## src/rtl/prescaled_tick_timer_if.sv

```systemverilog
// Register-bus port bundle for prescaled_tick_timer: strobes, address, write data and
// combinational read data, all qualified by clk_ce.
interface prescaled_tick_timer_if;
    logic        clk_ce;
    logic        bus_write;
    logic        bus_read;
    logic [23:0] bus_address_in;
    logic [7:0]  bus_data_in;
    logic [7:0]  bus_data_out;

    modport master (
        output clk_ce, bus_write, bus_read, bus_address_in, bus_data_in,
        input  bus_data_out
    );

    modport slave (
        input  clk_ce, bus_write, bus_read, bus_address_in, bus_data_in,
        output bus_data_out
    );
endinterface

```

## src/rtl/prescaled_tick_timer.sv

```systemverilog
// Tick-driven up-counter with prescaler, tap IRQs, compare match and shadowed byte reads.
// A rising edge of osc_tick steps the counter 4 clk later when clk_ce is held high.
module prescaled_tick_timer #(
    parameter int                    WIDTH     = 8,
    parameter int                    NUM_IRQS  = 4,
    parameter logic [5*NUM_IRQS-1:0] TAP_POS   = {5'd7, 5'd6, 5'd4, 5'd2},
    parameter logic [23:0]           BASE_ADDR = 24'h2040
) (
    input  logic                    clk,
    input  logic                    reset,
    prescaled_tick_timer_if.slave   bus,
    input  logic                    osc_tick,
    output logic [NUM_IRQS-1:0]     irqs,
    output logic                    irq_match
);
    localparam int NB = (WIDTH + 7) / 8;

    logic                en_q, en_d;
    logic                oneshot_q, oneshot_d;
    logic                cmpen_q, cmpen_d;
    logic [7:0]          prescale_q, prescale_d;
    logic [7:0]          psc_q, psc_d;
    logic [WIDTH-1:0]    cnt_q, cnt_d;
    logic [WIDTH-1:0]    cmp_q, cmp_d;
    logic [NB*8-1:0]     shadow_q, shadow_d;
    logic                sync1_q, sync1_d;
    logic                sync2_q, sync2_d;
    logic                edge_q, edge_d;
    logic                pending_q, pending_d;
    logic [NUM_IRQS-1:0] irqs_q, irqs_d;
    logic                irq_match_q, irq_match_d;

    logic [23:0]         off;
    logic [NB*8-1:0]     cnt_pad, cmp_pad;
    logic [NB-1:0]       cnt_wr_sel, cmp_wr_sel;
    logic                wr_en, ctrl_wr, psc_wr, cnt_wr, cmp_wr, clr;
    logic                rising, consume, advance, step, match;
    logic [WIDTH-1:0]    cnt_inc;
    logic [NUM_IRQS-1:0] tap_fire;
    logic [7:0]          rd_dat;

    always_comb begin
        cnt_pad = '0;
        cmp_pad = '0;
        cnt_pad[WIDTH-1:0] = cnt_q;
        cmp_pad[WIDTH-1:0] = cmp_q;
    end

    always_comb begin
        off     = bus.bus_address_in - BASE_ADDR;
        wr_en   = bus.clk_ce & bus.bus_write;
        ctrl_wr = wr_en && (off == 24'd0);
        psc_wr  = wr_en && (off == 24'd1);
        for (int k = 0; k < NB; k++) begin
            cnt_wr_sel[k] = wr_en && (off == 24'(2 + k));
            cmp_wr_sel[k] = wr_en && (off == 24'(2 + NB + k));
        end
        cnt_wr  = |cnt_wr_sel;
        cmp_wr  = |cmp_wr_sel;
        clr     = ctrl_wr & bus.bus_data_in[1];

        rising  = sync2_q & ~edge_q;
        consume = bus.clk_ce & pending_q;
        // CLR and CNT writes pre-empt any tick consumed in the same cycle.
        advance = consume & en_q & ~clr & ~cnt_wr;
        step    = advance && (psc_q == prescale_q);
        cnt_inc = cnt_q + WIDTH'(1);
        match   = step & cmpen_q & (cnt_inc == cmp_q);

        // A tap fires when the carry ripples out of cnt[TAP_POS[i]:0].
        for (int i = 0; i < NUM_IRQS; i++) begin
            tap_fire[i] = 1'b1;
            for (int j = 0; j < WIDTH; j++) begin
                if (j <= int'(TAP_POS[5*i +: 5])) tap_fire[i] = tap_fire[i] & cnt_q[j];
            end
        end
    end

    always_comb begin
        en_d        = en_q;
        oneshot_d   = oneshot_q;
        cmpen_d     = cmpen_q;
        prescale_d  = prescale_q;
        psc_d       = psc_q;
        cnt_d       = cnt_q;
        cmp_d       = cmp_q;
        shadow_d    = shadow_q;
        sync1_d     = osc_tick;
        sync2_d     = sync1_q;
        edge_d      = sync2_q;
        pending_d   = pending_q;
        irqs_d      = irqs_q;
        irq_match_d = irq_match_q;

        if (consume) pending_d = 1'b0;
        if (rising)  pending_d = 1'b1;

        if (advance) psc_d = step ? 8'd0 : psc_q + 8'd1;
        if (step)    cnt_d = cnt_inc;

        if (match && oneshot_q) en_d = 1'b0;
        if (ctrl_wr) begin
            en_d      = bus.bus_data_in[0];
            oneshot_d = bus.bus_data_in[2];
            cmpen_d   = bus.bus_data_in[3];
        end
        if (psc_wr) prescale_d = bus.bus_data_in;

        for (int j = 0; j < WIDTH; j++) begin
            if (cnt_wr_sel[j/8]) cnt_d[j] = bus.bus_data_in[j%8];
            if (cmp_wr_sel[j/8]) cmp_d[j] = bus.bus_data_in[j%8];
        end

        if (clr || cnt_wr) begin
            psc_d     = 8'd0;
            pending_d = 1'b0;
        end
        if (clr) cnt_d = '0;

        if (bus.clk_ce && bus.bus_read && (off == 24'd2)) shadow_d = cnt_pad;

        if (bus.clk_ce) begin
            irqs_d      = step ? tap_fire : '0;
            irq_match_d = match;
        end
    end

    always_ff @(posedge clk or posedge reset) begin
        if (reset) begin
            en_q        <= 1'b0;
            oneshot_q   <= 1'b0;
            cmpen_q     <= 1'b0;
            prescale_q  <= 8'd0;
            psc_q       <= 8'd0;
            cnt_q       <= '0;
            cmp_q       <= '0;
            shadow_q    <= '0;
            sync1_q     <= 1'b0;
            sync2_q     <= 1'b0;
            edge_q      <= 1'b0;
            pending_q   <= 1'b0;
            irqs_q      <= '0;
            irq_match_q <= 1'b0;
        end else begin
            en_q        <= en_d;
            oneshot_q   <= oneshot_d;
            cmpen_q     <= cmpen_d;
            prescale_q  <= prescale_d;
            psc_q       <= psc_d;
            cnt_q       <= cnt_d;
            cmp_q       <= cmp_d;
            shadow_q    <= shadow_d;
            sync1_q     <= sync1_d;
            sync2_q     <= sync2_d;
            edge_q      <= edge_d;
            pending_q   <= pending_d;
            irqs_q      <= irqs_d;
            irq_match_q <= irq_match_d;
        end
    end

    // Byte 0 of CNT is always live; the upper bytes come from the shadow.
    always_comb begin
        rd_dat = 8'd0;
        if (off == 24'd0) rd_dat = {4'd0, cmpen_q, oneshot_q, 1'b0, en_q};
        if (off == 24'd1) rd_dat = prescale_q;
        for (int k = 0; k < NB; k++) begin
            if (off == 24'(2 + k))      rd_dat = (k == 0) ? cnt_pad[7:0] : shadow_q[8*k +: 8];
            if (off == 24'(2 + NB + k)) rd_dat = cmp_pad[8*k +: 8];
        end
    end

    assign bus.bus_data_out = rd_dat;
    assign irqs             = irqs_q;
    assign irq_match        = irq_match_q;
endmodule

```

## src/flat_wrapper.sv

```systemverilog
// flat-port wrapper written by rule: the top's interface ports become plain ports
module prescaled_tick_timer_flat 
#(
    parameter int                    WIDTH     = 8,
    parameter int                    NUM_IRQS  = 4,
    parameter logic [5*NUM_IRQS-1:0] TAP_POS   = {5'd7, 5'd6, 5'd4, 5'd2},
    parameter logic [23:0]           BASE_ADDR = 24'h2040
)
  (clk, reset, osc_tick, irqs, irq_match, bus_clk_ce, bus_bus_write, bus_bus_read, bus_bus_address_in, bus_bus_data_in, bus_bus_data_out);
  prescaled_tick_timer_if bus_i ();
  input  logic clk;
  input  logic reset;
  input  logic osc_tick;
  output logic [NUM_IRQS-1:0] irqs;
  output logic irq_match;
  input wire logic [$bits(bus_i.clk_ce)-1:0] bus_clk_ce;
  input wire logic [$bits(bus_i.bus_write)-1:0] bus_bus_write;
  input wire logic [$bits(bus_i.bus_read)-1:0] bus_bus_read;
  input wire logic [$bits(bus_i.bus_address_in)-1:0] bus_bus_address_in;
  input wire logic [$bits(bus_i.bus_data_in)-1:0] bus_bus_data_in;
  output wire logic [$bits(bus_i.bus_data_out)-1:0] bus_bus_data_out;
  assign bus_i.clk_ce = bus_clk_ce;
  assign bus_i.bus_write = bus_bus_write;
  assign bus_i.bus_read = bus_bus_read;
  assign bus_i.bus_address_in = bus_bus_address_in;
  assign bus_i.bus_data_in = bus_bus_data_in;
  assign bus_bus_data_out = bus_i.bus_data_out;
  prescaled_tick_timer #(.WIDTH(WIDTH), .NUM_IRQS(NUM_IRQS), .TAP_POS(TAP_POS), .BASE_ADDR(BASE_ADDR)) u_core (.clk(clk), .reset(reset), .bus(bus_i), .osc_tick(osc_tick), .irqs(irqs), .irq_match(irq_match));
endmodule
```

## config.mk

```make
export PLATFORM = sky130hd
export DESIGN_NAME = prescaled_tick_timer_flat
export DESIGN_NICKNAME = d
export VERILOG_FILES = /design/src/rtl/prescaled_tick_timer_if.sv /design/src/rtl/prescaled_tick_timer.sv /design/src/flat_wrapper.sv
export SDC_FILE = /design/constraint.sdc
export NUM_CORES = 1
export LEC_CHECK = 0
export BUFFER_PORTS_ARGS = -buffer_cell sky130_fd_sc_hd__buf_2
export CORE_ASPECT_RATIO = 0.7
export CORE_MARGIN = 10
export CORE_UTILIZATION = 45
export DETAILED_ROUTE_END_ITERATION = 12
export GPL_TIMING_DRIVEN = 0
export PLACE_DENSITY = 0.79
export SLEW_MARGIN = 20
export SYNTH_ARGS = -nofsm -noshare
export SYNTH_HDL_FRONTEND = slang
export SYNTH_SLANG_ARGS = --single-unit
```

## constraint.sdc

```tcl
create_clock -name clk -period 2.34 [get_ports clk]
set_clock_uncertainty 0.15 [all_clocks]
set_input_delay 0.117 -clock clk [delete_from_list [all_inputs] [get_ports clk]]
set_output_delay 0.117 -clock clk [all_outputs]
set_load 0.03 [all_outputs]
```

==> flow_metrics.tcl <==
set metrics [dict create \
    status "completed" \
    io_pins 51 \
    grt_util_met2 0.2542 \
    synth.largest_area_cell "dfrtp_1" \
    antenna_found_initial 0 \
    final_cell_count_no_fill 381 \
    ys.flop_type "dfrtp_1" \
    grt_pass1_vias 2176 \
    synth_common_cells "dfrtp_1 (44), nand2_1 (20), xnor2_1 (20)" \
    drive_above_1_share 0.3269 \
    drt_iter0_markers 166 \
    cts_tree "yes" \
    clockBufferDepth 2 \
    synth-seq-area-share 0.4350 \
    synth_edf_count 0 \
    die_w_um 109.6 \
    yosys-top-cells-area "dfrtp_1 (43%), xnor2_1 (6.9%), mux2_2 (6.7%), xor2_1 (4.2%), mux2_1 (3.6%)" \
    pre_cts_slack_ns -0.2221 \
    synth_area_sq_um 2531 \
    wl_per_cell_um 18.60 \
    fin_ws_ns 0.01835 \
    diodes 0 \
    gr-max-usage-layer "met2" \
    critPathArrivalTime_ns 2.38 \
    max_slew.worst_pin.slew_ns 0.7364 \
    stdcell_area_sq_um 3193 \
    ys_types 46 \
    worstPathCellList "ha_4, ha_4, xnor2_1, nand4_1, or3_4, a2111oi_4, a31oi_1, a21o_1" \
    track_usage 0.1638 \
    drc 0 \
    cts_root_buffer "clkbuf_8" \
    area_growth_pct 26.15 \
    end_kind "flip-flop" \
    htree_levels 2 \
    numPortBuffers 49 \
    post-route-period-util 0.9922 \
    power_density_nw_per_um2 458.8 \
    finalWirelength_um 7086 \
    leakage_uw 0.001490 \
    first_pass_iters 5 \
    dieArea_sq_um 9073 \
    path_clk_slew_ns 0.09 \
    grt_pass1_wl_um 11470 \
    crit_fanout 2 \
    cts_sinks 44 \
    min_period_ns 2.322 \
    vias_per_cell 5.690 \
    gp_congestion 0.9145 \
    dp.cells 356 \
    nNetsFinal 349 \
    synth_most_common_cell "dfrtp_1" \
    gr-usage-met3 0.04099 \
    cts_made_buffers 5 \
    synthCells 234 \
    worst_path_most_repeated_cell "ha_4" \
    overflow 0 \
    setup_viol 0 \
    vias 2168 \
    coreArea_sq_um 5340 \
    dpl_cell_area_sq_um 2889 \
    worstPathRequired_ns 2.40 \
    hp-class "primary input to flip-flop" \
    clkLatencyLatePin_ns 0.31 \
    start_util 0.4740 \
    synth_seq_cells 44 \
    postSynth.asyncResetShare 1.000 \
    nFillCells 459 \
    holdWs_ns 0.09508 \
    grt_max_degree 26 \
    met1_usage 0.2215 \
    hold_viol 0 \
    die_h_um 82.75 \
    r2r_slack_ns 0.02 \
    report.final.slew_viol_count 0 \
    syn_nets 275 \
    dp_hpwl_um 5220 \
    timing.slew.headroom 0.5049 \
    yosysWarnings 0 \
    maxCapViolations 0 \
    crit_type "flip-flop to flip-flop" \
    max_stage_delay_ns 0.43 \
    slowest_stage "dfrtp_2" \
    ir_worst_vdd_uv 316.5 \
    fmax_ghz 0.4307 \
    synth.avg_cell_area_sq_um 10.82 \
    synth_top_cell_area_share 0.4350 \
    row_count 22 \
    cp-start-kind "flip-flop" \
    fin_tns_setup_ns 0 \
    ant_nets 0 \
]
## final timing paths
check                                       start                 to  cells past startpoint
max in group asynchronous                   reset  u_core.cnt_pad[0]                      4
hold / removal             bus_bus_address_in[22]   u_core.pending_q                      5
hold reg to reg                    u_core.sync1_q      u_core.edge_d                      0
setup / recovery                u_core.cnt_pad[0]        u_core.en_q                      8
setup reg to reg                u_core.cnt_pad[0]        u_core.en_q                      8
min in group asynchronous                   reset    u_core.psc_q[3]                      3
## routing by layer
metal  share of wire  vias up  routed length [um]
li1                -     1002                   -
met3           0.073        7                 514
met1            0.45     1079                3218
met5               0        -                   0
met4          0.0096        0                  68
met2            0.46       80                3285
## per-stage QoR
step / util / total power, uW
2_1_floorplan: - / 814.5
3_3_place_gp: 0.5373 / 867.6
3_5_place_dp: 0.5410 / 874.3
4_1_cts: 0.5862 / 1468
5_1_grt: 0.5979 / 1517
6_report: 0.5979 / 1465
## sequential cells by signal (all words and copies together) (netlist names)
name,flops
u_core.cmp_pad,8
u_core.cnt_pad,8
u_core.prescale_q,8
u_core.psc_q,8
u_core.irqs,4
u_core.cmpen_q,1
u_core.edge_d,1
u_core.edge_q,1
u_core.en_q,1
u_core.irq_match,1
u_core.oneshot_q,1
u_core.pending_q,1
u_core.sync1_q,1
## kinds of logic after synthesis
logic type	Yosys count	share of synthesized area
AND/OR/NAND/NOR	89	0.2037
flip-flops	44	0.4350
XOR/XNOR	32	0.1107
multiplexers	28	0.1369
AO/OA/AOI/OAI	27	0.07811
buffers and inverters	11	0.02076
adder cells (fa/ha/maj)	3	0.01483
## power by group
part / total (uW) / switching [uW] / internal [uW]
combinational: 108 / 59.7 / 47.9
clock: 591 / 274 / 317
sequential: 766 / 2.64 / 764
total: 1460 / 336 / 1130
## placed cells by master (no fill, tap or decap), types with 3 or more instances in the layout
| cell type | n |
|---|---|
| nand4_1 | 7 |
| xor2_1 | 12 |
| buf_2 | 52 |
| mux2_2 | 15 |
| buf_4 | 8 |
| nand2_1 | 20 |
| mux4_2 | 3 |
| nand3_1 | 8 |
| dlygate4sd3_1 | 11 |
| clkbuf_8 | 5 |
| o21ai_1 | 8 |
| a22oi_1 | 6 |
| nor2_1 | 17 |
| nor3_1 | 3 |
| clkbuf_1 | 3 |
| xnor2_1 | 20 |
| dfrtp_1 | 42 |
| inv_1 | 3 |
| mux2_1 | 8 |
| nor4_1 | 9 |
| and3_1 | 4 |
| nor2b_1 | 4 |
## final cells by class
class                   instances  area [sq um]  share of cell area
clock inverters                 2         35.03             0.01097
clock buffers                   6         72.57             0.02273
multi-input cells             179          1419              0.4444
plain buffers                   7         37.54             0.01176
flip-flops and latches         44          1104              0.3456
inverters                       4         15.01            0.004702
well taps                      72         90.09             0.02821
repair buffers                 67         420.4              0.1317
## timing repair
action | 4_1_cts | 5_1_grt
buffers inserted | 3 | 3
endpoints found under the hold margin | 49 | 0
hold buffers | 11 | 0
setup endpoints to repair | 2 | 5
gates resized for setup | 1 | 6
pin swaps | 1 | 4
## critical path, delay by kind of cell (launching register included)
family / cells / cell delay (ns)
fa+ha+maj: 2 / 0.44
xor+xnor: 1 / 0.12
simple gates: 2 / 0.49
flops: 1 / 0.43
compound gates: 3 / 0.59
Note: power is estimated with default switching activity, not from simulation.
